## src/rtl/s2p_deser.sv

```systemverilog
// s2p_deser: serial-to-parallel converter.
// Bits arriving on da while wra_n is low are collected into a WIDTH-bit word.
// When the word is complete it is presented on db, and wrb pulses for one cycle.
// All outputs are registered; there is no combinational path from inputs to outputs.
module s2p_deser #(
   parameter int WIDTH     = 8,
   parameter bit MSB_FIRST = 1'b1
) (
   input  logic             clka,
   input  logic             rstn,
   input  logic             wra_n,
   input  logic             da,
   output logic             wrb,
   output logic [WIDTH-1:0] db
);

   localparam int CW = $clog2(WIDTH);
   localparam logic [CW-1:0] LAST_CNT = CW'(WIDTH - 1);

   logic [WIDTH-1:0] shift_reg, shift_next;
   logic [WIDTH-1:0] shifted;
   logic [CW-1:0]    cnt_reg, cnt_next;
   logic [WIDTH-1:0] db_reg, db_next;
   logic             wrb_reg, wrb_next;

   // Shift register contents after sampling da. MSB-first shifts left with the
   // new bit entering bit 0. LSB-first shifts right with the new bit entering
   // the top bit.
   genvar gi;
   for (gi = 0; gi < WIDTH; gi++) begin : g_shift
      if (MSB_FIRST) begin : g_msb
         if (gi == 0) begin : g_in
            assign shifted[gi] = da;
         end else begin : g_mv
            assign shifted[gi] = shift_reg[gi-1];
         end
      end else begin : g_lsb
         if (gi == WIDTH - 1) begin : g_in
            assign shifted[gi] = da;
         end else begin : g_mv
            assign shifted[gi] = shift_reg[gi+1];
         end
      end
   end

   // Next-state logic. The sampling path, word completion, and abort all live here.
   always_comb begin
      shift_next = shift_reg;
      cnt_next   = cnt_reg;
      db_next    = db_reg;
      wrb_next   = 1'b0;
      if (!wra_n) begin
         shift_next = shifted;
         if (cnt_reg == LAST_CNT) begin
            // The bit sampled on this edge completes the word.
            db_next  = shifted;
            wrb_next = 1'b1;
            cnt_next = '0;
         end else begin
            cnt_next = cnt_reg + CW'(1);
         end
      end else begin
         // Abort or idle. Drop the partial word. da is not looked at, so
         // X or Z values on da cannot reach the state.
         shift_next = '0;
         cnt_next   = '0;
      end
   end

   // State registers. An asynchronous reset clears everything immediately.
   always_ff @(posedge clka or negedge rstn) begin
      if (!rstn) begin
         shift_reg <= '0;
         cnt_reg   <= '0;
         db_reg    <= '0;
         wrb_reg   <= 1'b0;
      end else begin
         shift_reg <= shift_next;
         cnt_reg   <= cnt_next;
         db_reg    <= db_next;
         wrb_reg   <= wrb_next;
      end
   end

   assign wrb = wrb_reg;
   assign db  = db_reg;

endmodule

```

## config.mk

```make
export PLATFORM = sky130hd
export DESIGN_NAME = s2p_deser
export DESIGN_NICKNAME = d
export VERILOG_FILES = /design/src/rtl/s2p_deser.sv
export SDC_FILE = /design/constraint.sdc
export NUM_CORES = 1
export LEC_CHECK = 0
export ABC_AREA = 1
export BUFFER_PORTS_ARGS = -buffer_cell sky130_fd_sc_hd__buf_4
export CAP_MARGIN = 20
export CORE_MARGIN = 4
export CORE_UTILIZATION = 40
export CTS_CLUSTER_SIZE = 12
export DETAILED_ROUTE_END_ITERATION = 10
export SLEW_MARGIN = 20
export SYNTH_ARGS = -nofsm -noshare
export SYNTH_HDL_FRONTEND = slang
export SYNTH_SLANG_ARGS = --single-unit
```

## constraint.sdc

```tcl
create_clock -name clka -period 1.4 [get_ports clka]
set_input_delay 0.28 -clock clka [delete_from_list [all_inputs] [get_ports clka]]
set_output_delay 0.28 -clock clka [all_outputs]
set_load 0.005 [all_outputs]
```

==> metrics.cfg, run 1 <==
[synthesis]
synth.avg_cell_area_um2=10.46
synthDistinctLibCells=11
ys_seq_area_share_pct=65.86
post_synth_main_area_contributors=sky130_fd_sc_hd__dfrtp_1 66%, sky130_fd_sc_hd__nand2_1 8.3%, sky130_fd_sc_hd__nand3_1 5.5%
syn-instance-count=69
synth_fp_nets=75
synthesis.area_um2=721.9
synth_top_cell_area_share_pct=65.86
yosys_warnings=0
synth_seq_cells=19
synthDominantAreaCellType=sky130_fd_sc_hd__dfrtp_1

[clock_network]
clkLatencyLatePin_ns=0.29
htree_num_levels=1
cts_made_buffers=3
worst_setup_hold_path_clk_slew_ns=0.10
post-cts-setup-buffer-count=0
maximum_buffer_depth_of_the_clock_tree=2
clock-root-buffer=sky130_fd_sc_hd__clkbuf_4
clock_tree_from_tritoncts=yes
clock_sink_count=19

[flow_run]
maxCapViolations=0

[hold_path]
hold_path.class=primary input to flip-flop
hold_path_startpoint=da
hold-path-cell-count=3
min_delay_worst_endpoint=shift_reg[0]$_DFF_PN0_

[sta]
min_period_ns=1.240
setup_ws_ns=0.1602
finalHoldViolCount=0
fin_skew_ns=0.001124
setup_tns_ns=0
max_clock_freq_mhz=806.6
timing.final.max_slew_violations=0
relSlewSlack_pct=84.07
fin_crit_share_pct=88.55
unrepaired_setup_endpoints_after_global_routing=no
tightestPinTransition_ns=0.2390
setup_viol=0

[floorplan]
chipWidth_um=50.49
io_pins=13
die_y_extent_um=50.49
initial_utilization_pct=41.81
core_area_mm2=0.001727
placementRows=15
floorplan.die_area_mm2=0.002549

[detailed_routing]
routed_wire_length_per_instance_um=10.25
drc_errors=0
routed-via-count=466
drt_pre_antenna_iters=4
vias_per_cell=4.275
ant_nets=0
routed_wirelength_mm=1.117
drt_iter0_markers=13

[layout]
insertedDiodeCount=0
layout.cells.most_common_list=19 x sky130_fd_sc_hd__dfrtp_1, 16 x sky130_fd_sc_hd__nand2_1, 12 x sky130_fd_sc_hd__buf_4
final_nets=91
syn2layout_area_growth_pct=19.58
largest_reg_flops=8
finish.utilization_pct=50.00
final_instance_area_um2=863.3
layout-drive-gt1-share_pct=22.62
finish.cell_count_without_fillers=109
most_common_library_cell_in_the_layout_ignoring_fill_and_taps=sky130_fd_sc_hd__dfrtp_1

[global_routing]
global_route.peak_usage_layer=met2
largest_net_degree_at_the_start_of_global_routing=20
grt_overflow_total=0
grt_use_met3_pct=4.451
global_route.usage.met2_pct=15.43
grt_use_met1_pct=13.82
initial_antenna_violation_count=0
grt_pass1_wl_mm=1.959
grtUsageTotal_pct=10.55
first_global_vias=443

[setup_path]
worstReg2RegStart=cnt_reg[0]$_DFF_PN0_
regToRegSetupSlack_ns=0.16
r2r_end=db[3]$_DFFE_PN0P_
slowest_cell_on_the_critical_path=sky130_fd_sc_hd__dfrtp_1
critical-path-top-cell-by-count=sky130_fd_sc_hd__nand2_1
worst_ep_arrival_time_ns=1.43
cp.required_ns=1.59
critPathKind=flip-flop to flip-flop
worstSetupStartpointType=flip-flop
cp-end-kind=flip-flop
r2r.worst_path.cells=5
crit_path_cell_trace=ha_1, ha_2, nand2_4, nand2_1, nand2_1
worst_path_largest_cell_delay_ns=0.41
crit_path_max_fanout=10

[place]
gp_congestion=0.7185
placement.cell_area_um2=824.5
dpl_worst_slack_ns=0.006306
dp.cells=104
port_buffer_count=12

[pwr]
max-vdd-ir-drop_mv=0.7330
power_per_cell_area_mw_per_mm2=1064
cellLeakagePower_nw=0.4888

[run_status]
status=finished, final reports clean

-- per-layer routing --
metal,vias to the layer above,wire (µm)
li1,237,-
met1,211,508
met2,14,507
met3,4,80
met4,0,21
met5,-,0
-- cells in the mapped netlist --
cell,n
sky130_fd_sc_hd__nor2_1,9
sky130_fd_sc_hd__nor3_4,1
sky130_fd_sc_hd__nand2_4,1
sky130_fd_sc_hd__nand2_1,16
sky130_fd_sc_hd__ha_1,2
sky130_fd_sc_hd__dfrtp_1,19
sky130_fd_sc_hd__nand3_1,8
sky130_fd_sc_hd__inv_1,10
sky130_fd_sc_hd__buf_4,1
sky130_fd_sc_hd__inv_2,1
sky130_fd_sc_hd__buf_6,1
-- metrics by stage --
| stage | power, mW | hold WS (ns) |
|---|---|---|
| 2_1_floorplan | 0.6244 | -0.01559 |
| 3_3_place_gp | 0.6626 | 0.1614 |
| 3_5_place_dp | 0.6626 | 0.1620 |
| 4_1_cts | 0.9289 | 0.1958 |
| 5_1_grt | 0.9705 | 0.2067 |
| 6_report | 0.9186 | 0.1985 |
-- worst max-delay path by stage --
stage | start | end
4_1_cts | cnt_reg[0]$_DFF_PN0_ | db[3]$_DFFE_PN0P_
3_3_place_gp | cnt_reg[0]$_DFF_PN0_ | db[2]$_DFFE_PN0P_
2_1_floorplan | cnt_reg[0]$_DFF_PN0_ | db[0]$_DFFE_PN0P_
6_report | cnt_reg[0]$_DFF_PN0_ | db[3]$_DFFE_PN0P_
3_5_place_dp | cnt_reg[0]$_DFF_PN0_ | db[3]$_DFFE_PN0P_
5_1_grt | cnt_reg[0]$_DFF_PN0_ | db[3]$_DFFE_PN0P_
-- power breakdown --
| group | internal, mW | switching [mW] | total [mW] |
|---|---|---|---|
| clock | 0.111 | 0.156 | 0.267 |
| combinational | 0.0324 | 0.0386 | 0.0710 |
| sequential | 0.570 | 0.0111 | 0.581 |
-- final cells by class --
type,count,area (µm²)
repair buffers,13,100.1
inverters,11,41.29
clock buffers,4,26.28
multi-input cells,37,188.9
well taps,25,31.28
flip-flops and latches,19,475.5
fillers,172,863.3
-- worst max-delay path, delay by kind of cell, from the launching register on --
family,cells,cell delay [ns]
adder cells (fa/ha/maj),2,0.48
flip-flops,1,0.41
AND/OR/NAND/NOR,3,0.24
-- timing repair --
item                                   4_1_cts  5_1_grt
hold buffers                                 1        0
endpoints found under the hold margin       19        0
resized for setup                            1        0
setup endpoints to repair                    1        0
-- logic make-up after synthesis --
kind of cell	after synthesis	share of synthesized area [%]
AND/OR/NAND/NOR	35	22.36
adder cells (fa/ha/maj)	2	3.466
buffers and inverters	13	8.319
flip-flops	19	65.86
Power figures use the tool's default switching activity.
==> run 2, diff against run 1 <==
- CORE_MARGIN: 4 -> unset
- PLACE_DENSITY_LB_ADDON: unset -> 0.1
- SLEW_MARGIN: 20 -> unset
==> run 2 against run 1 <==
  * Fmax is 0.29% higher
  * Total power decreased by 0.40%
  * First-iteration DRC count shrank 46%
  * Critical endpoint is now db[7]$_DFFE_PN0P_
==> metrics.cfg, run 2 (synthesis gave the netlist of run 1 again) <==
[run_status]
status=finished, final reports clean

[pwr]
max-vdd-ir-drop_mv=0.6143
cellLeakagePower_nw=0.4888
design_power_mw=0.9149
power_per_cell_area_mw_per_mm2=1061

[place]
dpl_worst_slack_ns=0.03179
port_buffer_count=12
gp_congestion=0.7437

[clock_network]
post-cts-setup-buffer-count=0
maximum_buffer_depth_of_the_clock_tree=2
worst_setup_hold_path_clk_slew_ns=0.10
cts_made_buffers=3
clkLatencyLatePin_ns=0.29
clock_sink_count=19
clock_tree_from_tritoncts=yes
htree_num_levels=1
clock-root-buffer=sky130_fd_sc_hd__clkbuf_4

[sta]
min_period_ns=1.236
setup_ws_ns=0.1639
finalHoldViolCount=0
timing.final.max_slew_violations=0
fin_crit_share_pct=88.29
max_clock_freq_mhz=809.0
final.hold.worst_slack_ns=0.2138
tightestPinTransition_ns=0.2524
unrepaired_setup_endpoints_after_global_routing=no
setup_viol=0
fin_skew_ns=0.003707
setup_tns_ns=0
relSlewSlack_pct=83.17

[hold_path]
hold_path_startpoint=da
hold_path.class=primary input to flip-flop
hold-path-cell-count=3
min_delay_worst_endpoint=shift_reg[0]$_DFF_PN0_

[floorplan]
chipWidth_um=44.49
floorplan.die_area_mm2=0.001979
die_y_extent_um=44.49
initial_utilization_pct=45.29
core_area_mm2=0.001594
placementRows=14
io_pins=13

[layout]
insertedDiodeCount=0
finish.utilization_pct=54.08
largest_reg_flops=8
most_common_library_cell_in_the_layout_ignoring_fill_and_taps=sky130_fd_sc_hd__dfrtp_1
layout.cells.most_common_list=19 x sky130_fd_sc_hd__dfrtp_1, 16 x sky130_fd_sc_hd__nand2_1, 12 x sky130_fd_sc_hd__buf_4
layout-drive-gt1-share_pct=22.62
final_nets=91
syn2layout_area_growth_pct=19.41

[flow_run]
maxCapViolations=0

[global_routing]
first_global_vias=391
largest_net_degree_at_the_start_of_global_routing=20
grtUsageTotal_pct=12.65
grt_pass1_wl_mm=1.704
initial_antenna_violation_count=0
grt_overflow_total=0

[detailed_routing]
routed_wire_length_per_instance_um=10.13
vias_per_cell=4.296
drc_errors=0
routed-via-count=464
drt_iter0_markers=7
route.layer.met1.wl_um=533
routed_wirelength_mm=1.094
top_layer=met4
met3_wirelength_um=30
drt_pre_antenna_iters=4
detailroute.wirelength.met2_um=496
ant_nets=0

[setup_path]
r2r.worst_path.cells=5
r2r_end=db[7]$_DFFE_PN0P_
cp.required_ns=1.59
cp-end-kind=flip-flop
regToRegSetupSlack_ns=0.16
worst_ep_arrival_time_ns=1.42
crit_path_max_fanout=10
worstReg2RegStart=cnt_reg[0]$_DFF_PN0_
critPathKind=flip-flop to flip-flop
worstSetupStartpointType=flip-flop

==> run 2: cell counts in the layout (fill, tap and decap cells not counted) <==
No cell type changed its count.
==> run 2: worst max path at each step <==
stage	from	depth (start not counted)	endpoint
after floorplan	cnt_reg[0]$_DFF_PN0_	6	db[0]$_DFFE_PN0P_
after global placement	cnt_reg[0]$_DFF_PN0_	5	db[1]$_DFFE_PN0P_
after detailed placement	cnt_reg[0]$_DFF_PN0_	5	db[2]$_DFFE_PN0P_
after CTS	cnt_reg[0]$_DFF_PN0_	5	db[2]$_DFFE_PN0P_
after global routing	cnt_reg[0]$_DFF_PN0_	5	db[0]$_DFFE_PN0P_
final	cnt_reg[0]$_DFF_PN0_	5	db[7]$_DFFE_PN0P_
==> run 2: through the flow <==
step	instance area [µm²]	std cells
after floorplan	721.9	69
after global placement	823.3	103
after detailed placement	823.3	103
after CTS	859.6	108
after global routing	862.1	108
final	862.1	108
==> run 2: where the power goes <==
part	total, mW	switching [mW]	internal [mW]
combinational	0.0717	0.0389	0.0327
sequential	0.581	0.0115	0.570
clock	0.262	0.152	0.111
==> run 2: layout make-up <==
cell class / count / area (µm²)
repair buffers: 13 / 100.1
well taps: 24 / 30.03
flip-flops and latches: 19 / 475.5
inverters: 11 / 41.29
fillers: 151 / 732.0
multi-input cells: 37 / 188.9
clock buffers: 4 / 26.28
==> run 2: per-layer routing <==
layer	vias up	GRT usage, %
met5	-	0
met4	0	10.91
met3	4	2.449
met2	11	18.82
met1	214	15.65
li1	235	-
==> run 2: repair_timing <==
action | CTS | global route
hold endpoints to repair | 19 | 0
hold buffers | 1 | 0
endpoints found under the setup margin | 0 | 8
resized for setup | 0 | 1
==> run 2: worst max-delay path: stages (launching register included) <==
cell,delay (ns)
sky130_fd_sc_hd__dfrtp_1,0.40
sky130_fd_sc_hd__ha_1,0.17
sky130_fd_sc_hd__ha_2,0.33
sky130_fd_sc_hd__nand2_4,0.12
sky130_fd_sc_hd__nand2_1,0.07
sky130_fd_sc_hd__nand2_1,0.04
==> run 3, diff against run 2 <==
--- a/config.mk
+++ b/config.mk
@@ -8,2 +8,3 @@
 export ABC_AREA = 1
+export ABC_CLOCK_PERIOD_IN_PS = 1400
 export BUFFER_PORTS_ARGS = -buffer_cell sky130_fd_sc_hd__buf_4
@@ -13,3 +14,3 @@
 export DETAILED_ROUTE_END_ITERATION = 10
-export PLACE_DENSITY_LB_ADDON = 0.1
+export PLACE_DENSITY_LB_ADDON = 0.25
 export SYNTH_ARGS = -nofsm -noshare
--- a/constraint.sdc
+++ b/constraint.sdc
@@ -3,2 +3,2 @@
 set_output_delay 0.28 -clock clka [all_outputs]
-set_load 0.005 [all_outputs]
+set_load 0.01 [all_outputs]
==> run 3 against run 2 <==
  * Cell area unchanged
  * Worst hold slack worse by 0.0020 ns
  * Non-clock buffer count unchanged
  * Global-route usage up 0.48 points
  * Sequential power about the same
  * Sequential cell count unchanged
  * First-iteration DRC count down 43%
  * Sequential share of layout area unchanged
  * Die area unchanged
  * Largest cell class unchanged
  * Count of clock-buffer cells in the layout unchanged
  * Setup slack better by 0.013 ns
==> metrics.cfg, run 3 (synthesis gave the netlist of run 1 again) <==
[sta]
relSlewSlack_pct=83.94
timing.final.max_slew_violations=0
min_period_ns=1.223
final.hold.worst_slack_ns=0.2118
setup_viol=0
setup_tns_ns=0
fin_skew_ns=0.001148
max_clock_freq_mhz=817.4
tightestPinTransition_ns=0.2409
unrepaired_setup_endpoints_after_global_routing=no
finalHoldViolCount=0
fin_crit_share_pct=87.39

[setup_path]
worstReg2RegStart=cnt_reg[0]$_DFF_PN0_
path_depth=5
crit_end=db[3]$_DFFE_PN0P_
r2r_end=db[3]$_DFFE_PN0P_
worstSetupStartpointType=flip-flop
crit_path_cell_trace=ha_1, ha_2, nand2_4, nand2_1, nand2_1
cp-end-kind=flip-flop
worst_ep_arrival_time_ns=1.41
critical-path-top-cell-by-count=sky130_fd_sc_hd__nand2_1
regToRegSetupSlack_ns=0.18
path_delay_family=adder cells
critPathBufInv=0
worst_path_largest_cell_delay_ns=0.40
critPathKind=flip-flop to flip-flop
slowest_cell_on_the_critical_path=sky130_fd_sc_hd__dfrtp_1
critical_path.startpoint=cnt_reg[0]$_DFF_PN0_
r2r.worst_path.cells=5
crit_path_max_fanout=10
cp.required_ns=1.58

[run_status]
status=finished, final reports clean

[detailed_routing]
routed-via-count=464
drt_pre_antenna_iters=2
drc_errors=0
ant_nets=0
routed_wire_length_per_instance_um=9.463
vias_per_cell=4.296
routed_wirelength_mm=1.022
drt_iter0_markers=4

[place]
gp_congestion=0.7203
port_buffer_count=12

[floorplan]
chipWidth_um=44.49
io_pins=13
floorplan.die_area_mm2=0.001979
initial_utilization_pct=45.29
placementRows=14
core_area_mm2=0.001594
die_y_extent_um=44.49

[layout]
insertedDiodeCount=0
final_nets=91
filler_cell_count=164
layout-drive-gt1-share_pct=22.62
most_common_library_cell_in_the_layout_ignoring_fill_and_taps=sky130_fd_sc_hd__dfrtp_1
syn2layout_area_growth_pct=19.41
layout.cells.most_common_list=19 x sky130_fd_sc_hd__dfrtp_1, 16 x sky130_fd_sc_hd__nand2_1, 12 x sky130_fd_sc_hd__buf_4
finish.utilization_pct=54.08
largest_reg_flops=8

[clock_network]
clkLatencyLatePin_ns=0.28
maximum_buffer_depth_of_the_clock_tree=2
clock_sink_count=19
htree_num_levels=1
worst_setup_hold_path_clk_slew_ns=0.09
clock-root-buffer=sky130_fd_sc_hd__clkbuf_4
post-cts-setup-buffer-count=0
cts_made_buffers=3
clock_tree_from_tritoncts=yes

[pwr]
max-vdd-ir-drop_mv=0.6766
net_switching_mw=0.2017
seqPwrFrac_pct=63.6
clock_power_share_pct=28.1
power.switching_fraction_pct=22.05
pwr-share-comb_pct=8.2
power_per_cell_area_mw_per_mm2=1061
p_int_mw=0.7130
cellLeakagePower_nw=0.4888

[global_routing]
largest_net_degree_at_the_start_of_global_routing=20
first_global_vias=441
initial_antenna_violation_count=0
grtUsageTotal_pct=13.13
grt_pass1_wl_mm=1.814
grt_overflow_total=0

[flow_run]
maxCapViolations=0

[hold_path]
hold_path.class=primary input to flip-flop

## run 3: cell counts in the layout (fill, tap and decap cells not counted)
No cell type changed its count.
## run 3: layout make-up
cell class	count	area (µm²)	area share [%]
flip-flops and latches	19	475.5	55.15
multi-input cells	37	188.9	21.92
repair buffers	13	100.1	11.61
inverters	11	41.29	4.790
well taps	24	30.03	3.483
clock buffers	4	26.28	3.048
## run 3: worst min-delay path, delay by kind of cell
kind          cells  cell delay, ns
buf+inv           2            0.16
simple gates      1            0.03
## run 3: repair_timing
action                     in CTS  in global routing
hold buffers                    1                  0
gates resized for setup         0                  1
setup endpoints to repair       0                  8
hold endpoints to repair       19                  0
## run 3: layer usage
metal	vias to the layer above	global-route usage [%]	wire length, µm
met3	2	4.898	42
met4	0	7.273	9
met2	11	20.29	440
li1	239	-	-
met1	212	15.82	530
met5	-	0	0
## run 3: through the flow
step           setup WS, ns  instance area [µm²]  cells  power (mW)
2_1_floorplan        0.2456                721.9     69      0.6283
5_1_grt             0.09295                862.1    108      0.9721
3_3_place_gp        0.08463                823.3    103      0.6667
6_report             0.1765                862.1    108      0.9147
3_5_place_dp        0.03447                823.3    103      0.6678
4_1_cts             0.02438                859.6    108      0.9322
## run 3: worst min-delay path by stage
stage                     startpoint                     end  slack, ns  cells past startpoint
after floorplan                 rstn    cnt_reg[0]$_DFF_PN0_      -0.02                      0
after global placement          rstn       db[7]$_DFFE_PN0P_       0.16                      1
after detailed placement        rstn       db[7]$_DFFE_PN0P_       0.16                      1
after CTS                         da  shift_reg[0]$_DFF_PN0_       0.20                      3
after global routing              da  shift_reg[0]$_DFF_PN0_       0.21                      3
final                             da  shift_reg[0]$_DFF_PN0_       0.21                      3
## run 3: power groups by stage
| stage | registers (mW) | clock network, mW | logic (mW) |
|---|---|---|---|
| floorplan | 0.595 | 0 | 0.0330 |
| global placement | 0.593 | 0 | 0.0741 |
| detailed placement | 0.593 | 0 | 0.0747 |
| CTS | 0.582 | 0.273 | 0.0772 |
| global route | 0.585 | 0.301 | 0.0866 |
| finish | 0.582 | 0.257 | 0.0753 |
